### src/rtl/key_serial_tx.sv
// key_serial_tx: shifts a captured key word out one bit per ready/valid beat,
// follows it with an even-parity beat, then pulses done for one cycle.
// Every output comes straight from a flop.
module key_serial_tx #(
    parameter int KEY_W     = 32,
    parameter bit MSB_FIRST = 1'b1
) (
    input  logic             C,
    input  logic             R,
    input  logic             start,
    input  logic [KEY_W-1:0] key,
    input  logic             srdy,
    output logic             sd,
    output logic             sv,
    output logic             sp,
    output logic             busy,
    output logic             done
);

    localparam int CNT_W = $clog2(KEY_W + 1);
    localparam logic [CNT_W-1:0] LAST_IDX = CNT_W'(KEY_W - 1);

    typedef enum logic [1:0] {
        IDLE = 2'd0,
        SEND = 2'd1,
        PAR  = 2'd2,
        FIN  = 2'd3
    } state_t;

    state_t             state_q, state_d;
    logic [KEY_W-1:0]   shift_q, shift_d;
    logic [CNT_W-1:0]   cnt_q,   cnt_d;
    logic               par_q,   par_d;
    logic               sd_q,    sd_d;
    logic               sv_q,    sv_d;
    logic               sp_q,    sp_d;
    logic               busy_q,  busy_d;
    logic               done_q,  done_d;

    logic               head_q;
    logic               head_d;
    logic               xfer;

    // The head bit is what is on the wire now; a beat moves when the
    // registered valid meets the receiver's ready.
    always_comb begin
        head_q = MSB_FIRST ? shift_q[KEY_W-1] : shift_q[0];
        xfer   = sv_q & srdy;
    end

    // Next-state logic, then the registered outputs are derived from the
    // next state so that they line up with the state they describe.
    always_comb begin
        state_d = state_q;
        shift_d = shift_q;
        cnt_d   = cnt_q;
        par_d   = par_q;

        case (state_q)
            IDLE: begin
                if (start) begin
                    shift_d = key;
                    cnt_d   = '0;
                    par_d   = 1'b0;
                    state_d = SEND;
                end
            end
            SEND: begin
                if (xfer) begin
                    if (MSB_FIRST) begin
                        shift_d = {shift_q[KEY_W-2:0], 1'b0};
                    end else begin
                        shift_d = {1'b0, shift_q[KEY_W-1:1]};
                    end
                    cnt_d = cnt_q + CNT_W'(1);
                    par_d = par_q ^ head_q;
                    if (cnt_q == LAST_IDX) begin
                        state_d = PAR;
                    end
                end
            end
            PAR: begin
                if (xfer) begin
                    state_d = FIN;
                end
            end
            FIN: begin
                state_d = IDLE;
            end
            default: begin
                state_d = IDLE;
            end
        endcase

        head_d = MSB_FIRST ? shift_d[KEY_W-1] : shift_d[0];

        sv_d   = (state_d == SEND) || (state_d == PAR);
        sp_d   = (state_d == PAR);
        busy_d = (state_d != IDLE);
        done_d = (state_d == FIN);
        if (state_d == SEND) begin
            sd_d = head_d;
        end else if (state_d == PAR) begin
            sd_d = par_d;
        end else begin
            sd_d = 1'b0;
        end
    end

    // State and output registers; reset wins over everything, including a beat in flight.
    always_ff @(posedge C) begin
        if (R) begin
            state_q <= IDLE;
            shift_q <= '0;
            cnt_q   <= '0;
            par_q   <= 1'b0;
            sd_q    <= 1'b0;
            sv_q    <= 1'b0;
            sp_q    <= 1'b0;
            busy_q  <= 1'b0;
            done_q  <= 1'b0;
        end else begin
            state_q <= state_d;
            shift_q <= shift_d;
            cnt_q   <= cnt_d;
            par_q   <= par_d;
            sd_q    <= sd_d;
            sv_q    <= sv_d;
            sp_q    <= sp_d;
            busy_q  <= busy_d;
            done_q  <= done_d;
        end
    end

    assign sd   = sd_q;
    assign sv   = sv_q;
    assign sp   = sp_q;
    assign busy = busy_q;
    assign done = done_q;

endmodule
### config.mk
export PLATFORM = sky130hd
export DESIGN_NAME = key_serial_tx
export DESIGN_NICKNAME = d
export VERILOG_FILES = /design/src/rtl/key_serial_tx.sv
export SDC_FILE = /design/constraint.sdc
export NUM_CORES = 1
export LEC_CHECK = 0
export ABC_AREA = 1
export ABC_CLOCK_PERIOD_IN_PS = 4350
export CAP_MARGIN = 20
export CORE_ASPECT_RATIO = 0.9
export CORE_MARGIN = 4
export CORE_UTILIZATION = 55
export CTS_CLUSTER_DIAMETER = 120
export DETAILED_ROUTE_END_ITERATION = 12
export GPL_ROUTABILITY_DRIVEN = 0
export GPL_TIMING_DRIVEN = 0
export PLACE_DENSITY = 0.84
export RECOVER_POWER = 100
export SLEW_MARGIN = 20
export SYNTH_ARGS = -nofsm -noshare
export SYNTH_HDL_FRONTEND = slang
export SYNTH_SLANG_ARGS = --single-unit
export TNS_END_PERCENT = 5
### constraint.sdc
create_clock -name C -period 4.35 [get_ports C]
set_clock_uncertainty 0.15 [all_clocks]
set_input_delay 0.435 -clock C [delete_from_list [all_inputs] [get_ports C]]
set_output_delay 0.435 -clock C [all_outputs]
set_load 0.005 [all_outputs]
[Word level (Yosys, flattened, before mapping)]
Cells that the tools add are included.
Word-level totals
  register bits: 46
  memory bits (writable): 0
  ROM bits: 0
  memories: 0
  bits in latches: 0
  output and inout port bits: 5
Cells by class
  eq/ne operators: 9
  reductions and logical operators: 5
  mux-type cells: 16
  bitwise operators: 2
  $lt $le $gt $ge: 0
  divide/modulo/power cells: 0
  multipliers: 0
  shift operators: 0
  $add $sub $neg: 1
Operators with widths (count)
  32-bit 2-to-1 mux: 2
  32-bit case mux with 2 select lines: 1
  6-bit 2-to-1 mux: 2
  6-bit case mux with 2 select lines: 1
  2-bit == test (second input constant): 4
  2-bit 2-to-1 mux: 4
  2-bit case mux with 4 select lines: 1
  6-bit by 1-bit adder with 6-bit output (second input constant): 1
  6-bit by 5-bit == test with 1-bit output (second input constant): 1
  2-bit by 1-bit == test with 1-bit output (second input constant): 2
  1-bit 2-to-1 mux: 4
  2-bit != test (second input constant): 2
  2-bit nonzero test: 2
  3-bit AND reduction: 1
  2-bit logical NOT: 1
  1-bit case mux with 2 select lines: 1
  1-bit bitwise AND: 1
  1-bit logical OR: 1
  1-bit bitwise XOR: 1

[Logic depth before layout (Yosys ltp)]
  depth in word-level cells: 7
  mapped depth: 12
  gate-level depth less buffers: 12

[Least setup slack after synthesis]
Ideal clock, no wire load.
  path kind: register -> register
  start point: register cnt_q[0]
  end point: register sd_q, in the netlist sd
  data required time: 4.142 ns
  cell stages (with the launch flop): 11
  path slack: 2.629 ns
  period minus slack after synthesis: 1.721 ns
  arrival: 1.513 ns
  path buffers: 0
  cell sequence: dfxtp_1 -> ha_1 -> nand2_1 -> inv_1 -> nand3_1 -> o21ai_0 -> nand2_1 -> ha_1 -> nor3_1 -> nand2_1 -> nand2_1
Between the ends
  longest elaborated chain between the ends: 7
  elaborated cells between the ends (all ways): 8
RTL lines
  start: declaration: RTL line 32  | logic [CNT_W-1:0] cnt_q, cnt_d;
  start signal: assignment: RTL line 125  | cnt_q <= cnt_d;
  6-bit by 5-bit == test with 1-bit output *: RTL line 77  | if (cnt_q == LAST_IDX) begin
  2-bit 2-to-1 mux *: RTL line 77
  2-bit 2-to-1 mux *: RTL line 69  | if (xfer) begin
  2-bit case mux with 4 select lines *: RTL line 59  | case (state_q)
  named net state_d[0]: RTL line 30  | state_t state_q, state_d;
  2-bit == test: RTL line 103  | end else if (state_d == PAR) begin
  1-bit 2-to-1 mux: RTL line 103
  1-bit 2-to-1 mux *: RTL line 101  | if (state_d == SEND) begin
  end signal: assignment: RTL line 117  | sd_q <= 1'b0;
  end signal: assignment: RTL line 127  | sd_q <= sd_d;
  end: declaration: RTL line 34  | logic sd_q, sd_d;
The timed path passes the listed nets; every way through them passes the cells marked *.
A chain may end at the register's enable or synchronous reset.

[Final worst setup path]
  start point: input port srdy
  end point: register sd_q, in the netlist sd
Between the ends
  longest elaborated chain between the ends: 6
  elaborated cells between the ends (all ways): 12
RTL lines
  start: declaration: RTL line 12  | input logic srdy,
  1-bit bitwise AND *: RTL line 48  | xfer = sv_q & srdy;
  2-bit 2-to-1 mux, on equally long branches: RTL line 83, 69
  2-bit case mux with 4 select lines *: RTL line 59
  named net state_d[1]: RTL line 30
  2-bit == test: RTL line 103
  1-bit 2-to-1 mux: RTL line 103
  1-bit 2-to-1 mux *: RTL line 101
The timed path passes the listed nets; every way through them passes the cells marked *. The select of a mux whose other input is x is not followed.

==> tab_implementation.tex <==
\begin{tabular}{lr}
\hline
Metric & Value \\
\hline
\multicolumn{2}{l}{\textbf{Hold path}} \\
Hold path depth & 2 \\
Worst hold path type & reg2reg \\
\multicolumn{2}{l}{\textbf{Route}} \\
Post-detailed-route via-to-cell ratio & 4.88 \\
Drt initial violations & 118 \\
Number of nets with antenna violations after detailed routing & 0 \\
Remaining design rule violation count & 0 \\
Total Routed Length & 4410 um \\
Routed len/inst & 11.1 um \\
DRT Pass-1 Iters & 4 \\
Vias post-DR & 1943 \\
\multicolumn{2}{l}{\textbf{Pwr}} \\
Pwr/cell area & 335 nW/um2 \\
Worst ir drop on vdd & 0.214 mV \\
Overall power & 886 uW \\
Leakage & 0.00118 uW \\
\multicolumn{2}{l}{\textbf{Run status}} \\
Outcome & finished clean \\
\multicolumn{2}{l}{\textbf{Yosys}} \\
Proportion of synthesized chip area in sequential cells & 42.8\% \\
Combined area of all synthesized cells & 2150 um2 \\
Net count after synthesis & 346 \\
Post-synthesis average cell area & 7.05 um2 \\
Area leader, netlist & dfxtp\_1 \\
Cell variety after synth & 21 \\
Register bit count reported by yosys & 46 \\
Most area-consuming cells after synthesis & dfxtp\_1, a21oi\_1, nand2\_1 \\
Warnings, synthesis & 0 \\
Area fraction of the dominant cell type after synthesis & 42.8\% \\
Post-synthesis instance total & 305 \\
\multicolumn{2}{l}{\textbf{Die}} \\
Top-level port count & 41 \\
Area enclosed by the die boundary & 4980 um2 \\
Die Y & 67.3 um \\
Number of rows created at floorplan & 21 \\
Core Footprint & 3730 um2 \\
Die Wd & 73.9 um \\
Starting Density & 57.6\% \\
\multicolumn{2}{l}{\textbf{Finish}} \\
Layout net count & 392 \\
ANT cells & 0 \\
Fraction of layout instances using a drive strength above 1 & 7.10\% \\
Register ranked first by flip-flop count & shift\_q \\
Largest regs & shift\_q (32), cnt\_q (6), state\_q (2) \\
Area Growth Syn to Fin & 22.9\% \\
Largest register FFs & 32 \\
\multicolumn{2}{l}{\textbf{Setup path}} \\
Type of origin of the critical path & input port \\
R2R cell count & 9 \\
Arrival time at the worst endpoint & 2.56 ns \\
Endpoint required time on the critical path & 4.46 ns \\
WS Path Type & in2reg \\
Critical Path Fanout Max & 8 \\
Endpoint kind of the worst setup timing path & flop \\
\multicolumn{2}{l}{\textbf{GRT}} \\
Met1 GRT Util & 23.4\% \\
Total gr overflow & 0 \\
Number of antenna violations at the first check in global routing & 0 \\
Met3 Usage GRT & 5.95\% \\
Global-route met2 utilization & 33.6\% \\
Global-route layer with the greatest usage & met2 \\
Wire length of the first global-routing pass & 7600 um \\
Global-route total usage across every layer & 19.8\% \\
Largest net degree at the start of global routing & 14 \\
Vias in the first global route & 1817 \\
\multicolumn{2}{l}{\textbf{Placed design}} \\
Worst slack at placement & 2.02 ns \\
\# port buffers & 39 \\
DP HPWL & 3230 um \\
\multicolumn{2}{l}{\textbf{Run}} \\
\# Max-Cap Violations & 0 \\
\multicolumn{2}{l}{\textbf{Clocking}} \\
Skew-Pair Late Insertion Delay & 0.30 ns \\
Post-CTS setup buffer count & 0 \\
Clock tree buffer depth & 2 \\
Clock root buffer & clkbuf\_8 \\
CTS sink count & 46 \\
Clock tree from TritonCTS & yes \\
\# hold bufs at CTS & 0 \\
Number of buffers added by the clock tree synthesis step & 5 \\
H-Tree Level Count & 2 \\
Gates resized, CTS repair & 0 \\
Clock-pin transition on the worst setup and hold timing paths & 0.08 ns \\
\multicolumn{2}{l}{\textbf{STA}} \\
Final count of pins violating max slew & 0 \\
Unrepaired setup endpoints after global routing & no \\
Setup slack of the critical path after layout & 1.90 ns \\
Relative slew margins & 59.9\% \\
Final number of hold-violating endpoints & 0 \\
Final Hold Slack & 0.304 ns \\
Final setup violation count & 0 \\
Fmax & 408 MHz \\
Slew of the pin with the lowest slew margin & 0.599 ns \\
Setup TNS after final layout & 0 ns \\
Minimum clock period after layout & 2.45 ns \\
Period utilization & 56.3\% \\
\hline
\end{tabular}
-- synth_stat cells --
| cell type | n |
|---|---|
| a21oi_1 | 64 |
| a21oi_2 | 4 |
| buf_12 | 1 |
| buf_2 | 6 |
| buf_6 | 2 |
| clkbuf_1 | 5 |
| dfxtp_1 | 46 |
| ha_1 | 5 |
| inv_1 | 48 |
| inv_6 | 1 |
| nand2_1 | 50 |
| nand2_2 | 9 |
| nand2_4 | 2 |
| nand3_1 | 9 |
| nand4_1 | 2 |
| nor2_1 | 44 |
| nor2_2 | 1 |
| nor2_4 | 1 |
| nor3_1 | 1 |
| o21ai_0 | 3 |
| o21ai_1 | 1 |
-- logic make-up (layout without fill, tap and decap cells) --
group | count (synthesis) | after routing | share of synthesized area (%)
buffers and inverters | 63 | 110 | 13.0
AO/OA/AOI/OAI | 72 | 72 | 17.5
flip-flops | 46 | 46 | 42.8
adder cells (fa/ha/maj) | 5 | 5 | 2.91
AND/OR/NAND/NOR | 119 | 119 | 23.8
-- critical path, cell delays in order --
cell,delay (ns)
dlygate4sd3_1,0.54
nand2_1,0.11
nor2_1,0.50
nand4_1,0.16
nand2_1,0.15
inv_1,0.10
ha_1,0.22
nor3_1,0.20
nand2_1,0.08
nand2_1,0.06
-- worst paths after layout --
check / startpoint / to / slack (ns)
worst min register to register: cnt_q[4] / cnt_q[4] / 0.30
worst max register to register: sv / sd / 2.22
worst max-delay path: srdy / sd / 1.90
worst min-delay path: cnt_q[4] / cnt_q[4] / 0.30
-- layout make-up --
cell class                 count  area (um2)
buffer                        14        58.8
clock buffer                   8         110
fill                         330        1090
inverter                      49         185
multi-input combinational    196         921
sequential                    46         921
tap                           46        57.6
timing repair buffer          39         390
-- metal layers --
layer	routed length [um]	part of all wire [%]	up-vias
li1	-	-	1037
met1	2120	48	854
met2	1940	44	46
met3	275	6.2	6
met4	64	1.5	0
met5	0	0	-
-- per-stage QoR --
| stage | cells | util, % | area, um2 |
|---|---|---|---|
| 3_5_place_dp | 390 | 69.7 | 2600 |
| 4_1_cts | 398 | 72.6 | 2710 |
| 2_1_floorplan | 305 | - | 2150 |
| 5_1_grt | 398 | 70.9 | 2640 |
| 3_3_place_gp | 390 | 69.7 | 2600 |
| 6_report | 398 | 70.9 | 2640 |
-- report_power, final --
part | internal, uW | switching (uW)
sequential | 444 | 13.2
clock | 160 | 141
combinational | 60.0 | 67.0
total | 664 | 221
-- placed cells by master (no fill, tap or decap), drive strengths merged --
cell type	instances
nand3	9
clkdlybuf4s50	33
clkinvlp	1
clkbuf	17
nand4	2
nor3	1
nor2	46
dfxtp	46
buf	5
dlygate4sd3	6
inv	48
nand2	61
ha	5
o21ai	4
a21oi	68
No activity file was read; power rests on OpenSTA's default activity.
